## src/rtl/alu_op_issue.sv

```systemverilog
// alu_op_issue: decodes a MIPS instruction into ALU control and operands and holds
// them in a one-entry decode->EX register with valid/ready handshake, stall and flush.
module alu_op_issue #(
    parameter logic [4:0] LINK_REG     = 5'd31,
    parameter bit         TRAP_ILLEGAL = 1'b1
) (
    input  logic        clk,
    input  logic        reset,
    input  logic        flush,
    input  logic        id_valid,
    output logic        id_ready,
    input  logic [31:0] id_instr,
    input  logic [31:0] id_pc_plus4,
    input  logic [31:0] id_rs_data,
    input  logic [31:0] id_rt_data,
    output logic        ex_valid,
    input  logic        ex_ready,
    output logic [5:0]  ex_alu_func,
    output logic        ex_signed,
    output logic [31:0] ex_alu_a,
    output logic [31:0] ex_alu_b,
    output logic [31:0] ex_store_data,
    output logic [4:0]  ex_dst_reg,
    output logic        ex_reg_write,
    output logic        ex_mem_read,
    output logic        ex_mem_write,
    output logic        ex_branch,
    output logic        ex_illegal
);
    localparam logic [5:0] F_ADD = 6'h00, F_SUB = 6'h01, F_AND = 6'h18, F_OR = 6'h1e,
                           F_XOR = 6'h16, F_NOR = 6'h11, F_PASS = 6'h1a, F_SLL = 6'h20,
                           F_SRL = 6'h21, F_SRA = 6'h23, F_EQ = 6'h33, F_NEQ = 6'h31,
                           F_LT = 6'h35, F_LEZ = 6'h3d, F_LTZ = 6'h3b, F_GTZ = 6'h3f;

    logic [5:0]  op, fn, d_func;
    logic [4:0]  rt, rd, d_dst;
    logic [31:0] simm, zimm, d_a, d_b, d_sd;
    logic        d_sgn, d_rw, d_mr, d_mw, d_br, d_ill, xfer;

    assign op       = id_instr[31:26];
    assign rt       = id_instr[20:16];
    assign rd       = id_instr[15:11];
    assign fn       = id_instr[5:0];
    assign simm     = {{16{id_instr[15]}}, id_instr[15:0]};
    assign zimm     = {16'b0, id_instr[15:0]};
    assign id_ready = ~ex_valid | ex_ready;
    assign xfer     = id_valid & id_ready;

    always_comb begin
        d_func = F_ADD;
        d_sgn  = 1'b0;
        d_a    = id_rs_data;
        d_b    = id_rt_data;
        d_sd   = 32'b0;
        d_dst  = 5'd0;
        d_rw   = 1'b0;
        d_mr   = 1'b0;
        d_mw   = 1'b0;
        d_br   = 1'b0;
        d_ill  = 1'b0;
        case (op)
            6'h00: begin
                d_dst = rd;
                d_rw  = 1'b1;
                case (fn)
                    6'h20, 6'h21: begin d_func = F_ADD; d_sgn = ~fn[0]; end
                    6'h22, 6'h23: begin d_func = F_SUB; d_sgn = ~fn[0]; end
                    6'h2a, 6'h2b: begin d_func = F_LT;  d_sgn = ~fn[0]; end
                    6'h24: d_func = F_AND;
                    6'h25: d_func = F_OR;
                    6'h26: d_func = F_XOR;
                    6'h27: d_func = F_NOR;
                    6'h00: begin d_func = F_SLL; d_a = {27'b0, id_instr[10:6]}; end
                    6'h02: begin d_func = F_SRL; d_a = {27'b0, id_instr[10:6]}; end
                    6'h03: begin d_func = F_SRA; d_a = {27'b0, id_instr[10:6]}; end
                    6'h04: d_func = F_SLL;
                    6'h06: d_func = F_SRL;
                    6'h07: d_func = F_SRA;
                    6'h08: begin d_rw = 1'b0; d_dst = 5'd0; d_br = 1'b1; end
                    6'h09: begin d_func = F_PASS; d_a = id_pc_plus4; d_b = 32'b0; d_br = 1'b1; end
                    default: d_ill = 1'b1;
                endcase
            end
            6'h08, 6'h09: begin d_func = F_ADD; d_sgn = ~op[0]; d_b = simm; d_dst = rt; d_rw = 1'b1; end
            6'h0a, 6'h0b: begin d_func = F_LT;  d_sgn = ~op[0]; d_b = simm; d_dst = rt; d_rw = 1'b1; end
            6'h0c: begin d_func = F_AND; d_b = zimm; d_dst = rt; d_rw = 1'b1; end
            6'h0d: begin d_func = F_OR;  d_b = zimm; d_dst = rt; d_rw = 1'b1; end
            6'h0e: begin d_func = F_XOR; d_b = zimm; d_dst = rt; d_rw = 1'b1; end
            6'h0f: begin d_func = F_SLL; d_a = 32'd16; d_b = zimm; d_dst = rt; d_rw = 1'b1; end
            6'h23: begin d_b = simm; d_dst = rt; d_rw = 1'b1; d_mr = 1'b1; end
            6'h2b: begin d_b = simm; d_sd = id_rt_data; d_mw = 1'b1; end
            6'h04: begin d_func = F_EQ;  d_sgn = 1'b1; d_br = 1'b1; end
            6'h05: begin d_func = F_NEQ; d_sgn = 1'b1; d_br = 1'b1; end
            6'h06: begin d_func = F_LEZ; d_sgn = 1'b1; d_b = 32'b0; d_br = 1'b1; end
            6'h07: begin d_func = F_GTZ; d_sgn = 1'b1; d_b = 32'b0; d_br = 1'b1; end
            6'h01: begin
                d_ill  = rt != 5'd0;
                d_func = F_LTZ;
                d_sgn  = 1'b1;
                d_b    = 32'b0;
                d_br   = 1'b1;
            end
            6'h02: d_br = 1'b1;
            6'h03: begin d_func = F_PASS; d_a = id_pc_plus4; d_b = 32'b0; d_dst = LINK_REG; d_rw = 1'b1; d_br = 1'b1; end
            default: d_ill = 1'b1;
        endcase
        // Undecodable instructions collapse to a NOP regardless of partial decode above
        if (d_ill) begin
            d_func = F_ADD;
            d_sgn  = 1'b0;
            d_dst  = 5'd0;
            d_rw   = 1'b0;
            d_mr   = 1'b0;
            d_mw   = 1'b0;
            d_br   = 1'b0;
            d_sd   = 32'b0;
        end
    end

    always_ff @(posedge clk) begin
        if (reset) begin
            ex_valid      <= 1'b0;
            ex_alu_func   <= F_ADD;
            ex_signed     <= 1'b0;
            ex_alu_a      <= 32'b0;
            ex_alu_b      <= 32'b0;
            ex_store_data <= 32'b0;
            ex_dst_reg    <= 5'd0;
            ex_reg_write  <= 1'b0;
            ex_mem_read   <= 1'b0;
            ex_mem_write  <= 1'b0;
            ex_branch     <= 1'b0;
            ex_illegal    <= 1'b0;
        end else if (flush) begin
            ex_valid <= 1'b0;
        end else if (xfer) begin
            ex_valid      <= 1'b1;
            ex_alu_func   <= d_func;
            ex_signed     <= d_sgn;
            ex_alu_a      <= d_a;
            ex_alu_b      <= d_b;
            ex_store_data <= d_sd;
            ex_dst_reg    <= d_dst;
            ex_reg_write  <= d_rw & (d_dst != 5'd0);
            ex_mem_read   <= d_mr;
            ex_mem_write  <= d_mw;
            ex_branch     <= d_br;
            ex_illegal    <= d_ill & TRAP_ILLEGAL;
        end else if (ex_ready) begin
            ex_valid <= 1'b0;
        end
    end
endmodule

```

## config.mk

```make
export PLATFORM = sky130hd
export DESIGN_NAME = alu_op_issue
export DESIGN_NICKNAME = d
export VERILOG_FILES = /design/src/rtl/alu_op_issue.sv
export SDC_FILE = /design/constraint.sdc
export NUM_CORES = 1
export LEC_CHECK = 0
export CAP_MARGIN = 10
export CELL_PAD_IN_SITES_DETAIL_PLACEMENT = 0
export CELL_PAD_IN_SITES_GLOBAL_PLACEMENT = 1
export CORE_UTILIZATION = 28
export DETAILED_ROUTE_END_ITERATION = 16
export HOLD_SLACK_MARGIN = 0.02
export PLACE_DENSITY_LB_ADDON = 0.1
export RECOVER_POWER = 25
export SLEW_MARGIN = 20
export SYNTH_ARGS = -nofsm -noshare
export SYNTH_HDL_FRONTEND = slang
export SYNTH_SLANG_ARGS = --single-unit
```

## constraint.sdc

```tcl
create_clock -name clk -period 2.5 [get_ports clk]
set_input_delay 0.625 -clock clk [delete_from_list [all_inputs] [get_ports clk]]
set_output_delay 0.625 -clock clk [all_outputs]
set_load 0.02 [all_outputs]
```

==> impl_metrics.json, run 1 <==
{
  "vias_per_cell": 5.15,
  "dr.pass1.iters": 4,
  "syn2layout_area_growth_pct": 78.0,
  "grt_max_degree": 39,
  "numCtsBuffers": 17,
  "final_nets": 999,
  "drc": 0,
  "grt_overflow_total": 0,
  "hold_buffers": 0,
  "vdd_drop_max_v": 0.000455,
  "p_per_area_nw_per_um2": 617,
  "worstHoldPathType": "flip-flop to flip-flop",
  "worstMarginPinSlew_ns": 0.495,
  "synth-edff-count": 0,
  "critPathKind": "primary input to flip-flop",
  "setup_violations": 0,
  "pre_cts_slack_ns": -0.396,
  "top_regs": "ex_alu_a (32), ex_alu_b (32), ex_store_data (32)",
  "clk_latency_ns": 0.42,
  "fin_crit_sh": 0.985,
  "skew_ns": 0.0179,
  "hold_viol_final": 0,
  "grt_pass1_vias": 5714,
  "track_usage": 0.218,
  "fin_ws_ns": 0.0379,
  "finish.utilization": 0.511,
  "netlist_instances": 572,
  "crit_path_end_kind": "flip-flop",
  "crit_arrival_ns": 2.81,
  "yosys-top-cells-area": "dfxtp_1, a221oi_1, nor3_1",
  "cts_max_path_buffers": 2,
  "yosysSeqAreaShare": 0.460,
  "status": "completed",
  "initial_core_util": 0.287,
  "gp_congestion": 0.880,
  "slew_headroom": 0.670,
  "layout_commonest_cell": "clkdlybuf4s50_1",
  "chipHeight_um": 135,
  "wl_mm": 19.8,
  "min_period_ns": 2.46,
  "synth_area_per_cell_um2": 8.68,
  "core_um2": 17300,
  "dp_hpwl_mm": 14.6,
  "crit_required_ns": 2.84,
  "num_vias": 5696,
  "cts-root-buf": "clkbuf_16",
  "dieArea_um2": 18300,
  "first_iter_violations": 211,
  "rows": 48,
  "cts_sinks": 114,
  "synthArstFlopShare": 0,
  "clkTransAtPathRegs_ns": 0.06,
  "layout_common_cells": "clkdlybuf4s50_1, dfxtp_1, nor2_1",
  "startpoint_type": "primary input",
  "synth_top_area_frac": 0.460,
  "htreeDepth": 4,
  "yosysTopAreaCell": "dfxtp_1",
  "synth_nets": 705,
  "rsz0062_at_grt": "no",
  "drtAntennaViolNets": 0,
  "fmaxAchievable_ghz": 0.406,
  "fin_area_um2": 8840,
  "drive_gt1_frac": 0.160,
  "antenna_found_initial": 2,
  "io_buffers": 242,
  "ys_ff_latch": 114,
  "die_x_um": 135,
  "syn_area_um2": 4970,
  "synth_cell_types": 59,
  "tritoncts": "yes",
  "postPlaceCellArea_um2": 8200,
  "drv_slew": 0,
  "cp_max_fo": 5,
  "wl_per_cell_um": 18.0,
  "grt_pass1_wl_mm": 30.4,
  "cap_violations": 0,
  "io_pins": 248,
  "leakage_nw": 3.49,
  "tns_ns": 0,
  "synth-main-ff-cell": "dfxtp_1",
  "ys_warn_count": 0
}
[Yosys cell counts, drive strengths merged, types with 2 or more instances]
master,n
o211ai,3
o311ai,2
a211oi,2
nand2,30
a31oi,4
or3,3
or4,3
nor3b,2
clkbuf,37
nor4,2
nand3b,2
nor3,70
nand3,6
nor2b,11
a21oi,30
or2,2
mux2,2
a221o,4
buf,17
o21ai,24
nor2,87
nand2b,3
dfxtp,114
a22o,35
a221oi,50
inv,4
a22oi,2
a32oi,3
[per-layer routing]
metal / track usage / wire, µm / up-vias / share of wire
met5: 0 / 0 / - / 0
met4: 0.0680 / 267 / 0 / 0.013
met3: 0.0692 / 1380 / 19 / 0.070
met2: 0.379 / 9930 / 199 / 0.50
met1: 0.254 / 8260 / 2734 / 0.42
li1: - / - / 2744 / -
[logic make-up (layout without fill, tap and decap cells)]
| family | after synthesis | after routing | share of synthesized area |
|---|---|---|---|
| simple gates | 226 | 226 | 0.219 |
| compound gates | 170 | 170 | 0.261 |
| flops | 114 | 114 | 0.460 |
| buf+inv | 58 | 365 | 0.0519 |
| xor+xnor | 2 | 2 | 0.00353 |
| mux | 2 | 2 | 0.00453 |
| other cells | 0 | 1 | 0 |
[repair_timing]
action | 4_1_cts | 5_1_grt
resized for setup | 1 | 2
buffers inserted | 0 | 1
endpoints found under the setup margin | 1 | 32
hold endpoints to repair | 0 | 0
pin swaps | 0 | 5
[critical path: stages]
cell             delay (ns)
clkdlybuf4s50_1        0.42
or4_4                  0.56
o211ai_2               0.20
and4b_1                0.22
nand2_2                0.08
buf_4                  0.16
or3_4                  0.38
o21ai_2                0.15
[worst paths after layout]
kind,startpoint,endpoint,slack [ns],cells past startpoint
worst max register to register,ex_valid,ex_dst_reg[1],0.53,7
worst min register to register,ex_alu_func[4],ex_alu_func[4],0.46,2
worst min-delay path,ex_alu_func[4],ex_alu_func[4],0.46,2
worst max-delay path,id_instr[17],ex_dst_reg[1],0.04,8
[cell type report]
cell class	instances	area, µm²
Clock inverter	12	180
Multi-Input combinational cell	400	2450
Sequential cell	114	2280
Antenna cell	1	2.50
Clock buffer	20	447
Fill cell	1607	8460
Tap cell	225	282
Inverter	4	15.0
Timing Repair Buffer	329	3180
[where the power goes]
part           leakage (nW)  internal [W]  switching, W
clock                 0.301       0.00170      0.000902
combinational          2.26      0.000479      0.000448
sequential            0.931       0.00189     0.0000367
[stage by stage]
step / std cells / hold slack, ns / power [W]
floorplan: 572 / 0.530 / 0.00235
global placement: 1071 / 0.437 / 0.00290
detailed placement: 1071 / 0.452 / 0.00291
CTS: 1103 / 0.466 / 0.00553
global route: 1105 / 0.474 / 0.00569
finish: 1105 / 0.460 / 0.00546
Power figures use the tool's default switching activity.
==> inputs of run 2 (changes only) <==
GPL_TIMING_DRIVEN = 1   (was unset)
==> results of run 2 <==
The final DEF is identical to that of run 1; final timing and power are the same.
==> inputs of run 3 (changes only) <==
CAP_MARGIN = 20   (was 10)
==> results of run 3 <==
The final DEF is identical to that of run 1; final timing and power are the same.
